$ cat src/rtl/bidir_dir_ctrl.sv
// Direction controller for a half-duplex a<->b buffer. It arbitrates between the two
// sides, inserts turnaround dead cycles and preempts a holder that exceeds its hold budget.
module bidir_dir_ctrl #(
  parameter int unsigned TURN_CYC = 2,
  parameter int unsigned MAX_HOLD = 16,
  parameter int unsigned CNT_W    = 8
) (
  input  logic clk,
  input  logic rst,
  input  logic req_ab,
  input  logic last_ab,
  input  logic req_ba,
  input  logic last_ba,
  output logic gnt_ab,
  output logic gnt_ba,
  output logic cntrl,
  output logic en_ab,
  output logic en_ba,
  output logic busy,
  output logic preempt
);

  typedef enum logic [1:0] {StIdle, StDrvAb, StDrvBa, StTurn} state_e;

  localparam logic [CNT_W-1:0] HoldLast = CNT_W'(MAX_HOLD - 1);
  localparam logic [CNT_W-1:0] TurnLast = CNT_W'(TURN_CYC - 1);

  state_e           state_q, state_d;
  logic [CNT_W-1:0] hold_q, hold_d;
  logic [CNT_W-1:0] turn_q, turn_d;
  logic             tgt_q, tgt_d;  // 1: TURN is heading towards a->b
  logic             win_q, win_d;  // 1: a->b was the most recent grant
  logic             cntrl_q, cntrl_d;
  logic             preempt_d;
  logic             gnt_ab_q, gnt_ba_q, busy_q, preempt_q;

  logic want_ab, holder_ab, own_req, own_last, other_req, tgt_req;

  always_comb begin
    state_d   = state_q;
    hold_d    = hold_q;
    turn_d    = turn_q;
    tgt_d     = tgt_q;
    win_d     = win_q;
    cntrl_d   = cntrl_q;
    preempt_d = 1'b0;
    want_ab   = (req_ab && req_ba) ? !win_q : req_ab;
    holder_ab = (state_q == StDrvAb);
    own_req   = holder_ab ? req_ab  : req_ba;
    own_last  = holder_ab ? last_ab : last_ba;
    other_req = holder_ab ? req_ba  : req_ab;
    tgt_req   = tgt_q ? req_ab : req_ba;

    unique case (state_q)
      StIdle: begin
        if (req_ab || req_ba) begin
          if (want_ab == cntrl_q) begin
            state_d = want_ab ? StDrvAb : StDrvBa;
            hold_d  = '0;
            win_d   = want_ab;
          end else begin
            state_d = StTurn;
            turn_d  = '0;
            tgt_d   = want_ab;
          end
        end
      end
      StDrvAb, StDrvBa: begin
        if (!own_req || own_last) begin
          if (other_req) begin
            state_d = StTurn;
            turn_d  = '0;
            tgt_d   = !holder_ab;
          end else begin
            state_d = StIdle;
          end
        end else if (other_req && hold_q >= HoldLast) begin
          state_d   = StTurn;
          turn_d    = '0;
          tgt_d     = !holder_ab;
          preempt_d = 1'b1;
        end else if (hold_q < HoldLast) begin
          hold_d = hold_q + 1'b1;
        end
      end
      StTurn: begin
        if (turn_q >= TurnLast) begin
          // Direction flips even if the target has gone away, leaving the bus parked there.
          cntrl_d = tgt_q;
          if (tgt_req) begin
            state_d = tgt_q ? StDrvAb : StDrvBa;
            hold_d  = '0;
            win_d   = tgt_q;
          end else begin
            state_d = StIdle;
          end
        end else begin
          turn_d = turn_q + 1'b1;
        end
      end
      default: state_d = StIdle;
    endcase
  end

  always_ff @(posedge clk) begin
    if (rst) begin
      state_q   <= StIdle;
      hold_q    <= '0;
      turn_q    <= '0;
      tgt_q     <= 1'b0;
      win_q     <= 1'b0;
      cntrl_q   <= 1'b0;
      gnt_ab_q  <= 1'b0;
      gnt_ba_q  <= 1'b0;
      busy_q    <= 1'b0;
      preempt_q <= 1'b0;
    end else begin
      state_q   <= state_d;
      hold_q    <= hold_d;
      turn_q    <= turn_d;
      tgt_q     <= tgt_d;
      win_q     <= win_d;
      cntrl_q   <= cntrl_d;
      gnt_ab_q  <= (state_d == StDrvAb);
      gnt_ba_q  <= (state_d == StDrvBa);
      busy_q    <= (state_d != StIdle);
      preempt_q <= preempt_d;
    end
  end

  assign gnt_ab  = gnt_ab_q;
  assign gnt_ba  = gnt_ba_q;
  assign en_ab   = gnt_ab_q;
  assign en_ba   = gnt_ba_q;
  assign cntrl   = cntrl_q;
  assign busy    = busy_q;
  assign preempt = preempt_q;

endmodule
$ cat config.mk
export PLATFORM = sky130hd
export DESIGN_NAME = bidir_dir_ctrl
export DESIGN_NICKNAME = d
export VERILOG_FILES = /design/src/rtl/bidir_dir_ctrl.sv
export SDC_FILE = /design/constraint.sdc
export NUM_CORES = 1
export LEC_CHECK = 0
export CAP_MARGIN = 20
export CORE_AREA = 2 2 55 57
export CTS_BUF_LIST = sky130_fd_sc_hd__clkbuf_2 sky130_fd_sc_hd__clkbuf_4 sky130_fd_sc_hd__clkbuf_8
export CTS_CLUSTER_SIZE = 14
export DETAILED_ROUTE_END_ITERATION = 10
export DIE_AREA = 0 0 57 59
export PLACE_DENSITY_LB_ADDON = 0.1
export SLEW_MARGIN = 5
export SYNTH_ARGS = -nofsm -noshare
export SYNTH_HDL_FRONTEND = slang
export SYNTH_SLANG_ARGS = --single-unit
$ cat constraint.sdc
create_clock -name clk -period 4.8 [get_ports clk]
set_input_delay 1.2 -clock clk [delete_from_list [all_inputs] [get_ports clk]]
set_output_delay 1.2 -clock clk [all_outputs]
set_load 0.03 [all_outputs]
==> results.toml <==
[clocking]
postCtsHoldBufs = 0
cts_resized = 0
clock_sinks = 25
clk_path_buf_depth = 2
numCtsBuffers = 3
cts_tree = "built"
post_cts_buffers = 0
htreeDepth = 1
clock-root-buffer = "clkbuf_4"
clkLatencyLatePin_ns = 0.32
path_clk_slew_ns = 0.13

[timing]
setup_ws_ns = 1.63
rsz0062_at_grt = "false"
tightest_slew_ns = 0.785
min_period_ns = 3.17
hold_viol = 0
drv_slew = 0
max_freq_mhz = 315
finalSetupViolations = 0
relSlewSlack_pct = 47.5
finalClockSkew_ns = 0.00576
finalSetupTns_ns = 0
fin_crit_sh_pct = 66.0

[place]
place_area_um2 = 1580
place_ws_ns = 1.31
place_congestion = 1.03
dp_hpwl_um = 2340
numPortBuffers = 12

[die]
rows = 19
core_area_um2 = 2710
start_util_pct = 53.4
die_width_um = 57
pin_count = 13
die-height_um = 59
die-area_um2 = 3360

[yosys]
synthesis.nets = 175
syn-cell-area_um2 = 1450
synth_flop_cell = "dfxtp_1"
synth_simple_gate_area_share_pct = 23.7
ys_ff_latch = 25
synth-compound-area-share_pct = 25.6
synthCells = 159
synth_fa_ha_area_share_pct = 8.64
synthArstFlopShare_pct = 0
yosysSeqAreaShare_pct = 34.6
synth-xor-area-share_pct = 0.605
synth_top_family_by_area = "compound AO/OA/AOI/OAI gates"
synth.avg_cell_area_um2 = 9.10
ys_warn_count = 0
synth_cell_types = 48
synth-edff-count = 0
synthMuxAreaShare_pct = 1.38

[setup_path]
slowest_stage = "clkdlybuf4s50_1"
worstPathMaxFanout = 9
required_ns = 5.00
setup.worst_path.start = "req_ab"
crit_arrival_ns = 3.37
crit_cells = 7
path_buf_inv = 1
max_stage_delay_ns = 0.61
critPathCaptureType = "flip-flop"
cp_cell_sequence = "clkdlybuf4s50_1 > nand2_1 > ha_1 > a32o_1 > a2111oi_4 > mux2i_1 > nor2_1"
crit_path_end = "hold_q[0]$_SDFFE_PP0P_"
worstSetupStartpointType = "input port"
rrSetupSlack_ns = 2.55
critPathTopFamily = "compound AO/OA/AOI/OAI gates"
rr_startpoint = "state_q[1]$_SDFF_PP0_"
critical_path_class = "in2reg"
r2r_end = "hold_q[0]$_SDFFE_PP0P_"
reg2reg_depth = 7

[flow_run]
cap_violations = 0

[drt]
vias = 1201
wl_per_cell_um = 15.4
drc_errors = 0
drt_wl_total_um = 3070
drt_first_pass_iters = 4
viasPerCell = 6.01
ant_nets = 0
drtIter0Drc = 41

[grt]
grt_max_degree = 20
antenna_found_initial = 0
grt_remaining_overflow = 0
gr-usage-all-layers_pct = 20.1
grt_pass1_vias = 1103
grt_pass1_wl_um = 5210

[layout]
postLayoutCellArea_um2 = 1610
final_util_pct = 59.2
num_antenna_cells = 0
area_growth_pct = 10.9
layout_common_cells = "dfxtp_1 (25), nor2_1 (16), inv_1 (13), a21oi_1 (13), clkdlybuf4s50_1 (12)"
layout_commonest_cell = "dfxtp_1"
drive_above_1_share_pct = 10.1
final_nets = 186

[min_path]
min_path_type = "reg2reg"

[pwr]
p_leak_nw = 0.599
ir_drop_v = 0.000463
p_per_area_nw_per_um2 = 496

[outcome]
status = "finished, final reports clean"
[how the worst min path moves through the flow]
stage	start	to	slack (ns)	cells after the start
2_1_floorplan	turn_q[6]$_SDFFE_PP0P_	turn_q[6]$_SDFFE_PP0P_	0.43	1
3_3_place_gp	turn_q[5]$_SDFFE_PP0P_	turn_q[5]$_SDFFE_PP0P_	0.45	1
3_5_place_dp	turn_q[7]$_SDFFE_PP0P_	turn_q[7]$_SDFFE_PP0P_	0.45	1
4_1_cts	turn_q[7]$_SDFFE_PP0P_	turn_q[7]$_SDFFE_PP0P_	0.49	1
5_1_grt	win_q$_SDFFE_PP0P_	win_q$_SDFFE_PP0P_	0.51	2
6_report	turn_q[7]$_SDFFE_PP0P_	turn_q[7]$_SDFFE_PP0P_	0.48	1
[per-stage QoR]
step	hold WS, ns	std cells	power [mW]
final	0.478	200	0.796
after global routing	0.509	200	0.851
after CTS	0.486	200	0.796
after detailed placement	0.451	196	0.695
after global placement	0.448	196	0.683
after floorplan	0.431	159	0.599
[synthesized netlist by cell type (all sizes together), types with 3 or more instances]
library cell / number / share of area [%]
dfxtp: 25 / 35
nor2: 17 / 4.6
a21oi: 13 / 4.5
inv: 13 / 3.4
ha: 10 / 8.6
nand2: 9 / 2.3
nand3: 7 / 2.4
o21ai: 6 / 2.1
nand2b: 5 / 2.2
nor3b: 5 / 3.6
and2: 4 / 1.7
buf: 4 / 1.6
o211ai: 3 / 2.5
o41ai: 3 / 4.4
[layer usage]
| layer | GRT usage, % | vias up | wire, um |
|---|---|---|---|
| met4 | 7.31 | 0 | 37 |
| met5 | 0 | - | 0 |
| li1 | - | 594 | - |
| met2 | 32.7 | 38 | 1400 |
| met1 | 27.4 | 564 | 1450 |
| met3 | 3.06 | 5 | 176 |
[state kept, by name, summed over array words and instances, names as in the netlist]
register / count
en_ba: 1
en_ab: 1
tgt_q: 1
win_q: 1
state_q: 2
hold_q: 8
preempt: 1
cntrl: 1
turn_q: 8
busy: 1
[power by group]
group          internal [mW]  switching (mW)  total [mW]
Sequential             0.236          0.0208       0.257
Combinational          0.179           0.259       0.438
Clock                 0.0382          0.0623       0.100
[final cells by class]
type	instances	area, um2
well taps	31	38.8
flip-flops and latches	25	500
repair buffers	12	120
inverters	13	48.8
multi-input cells	115	867
fillers	244	1100
clock buffers	4	30.0
[logic make-up after synthesis]
group | count (synthesis)
simple gates | 59
compound gates | 43
flops | 25
buf+inv | 19
fa+ha+maj | 10
mux | 2
xor+xnor | 1
(Power assumes the default switching activity.)
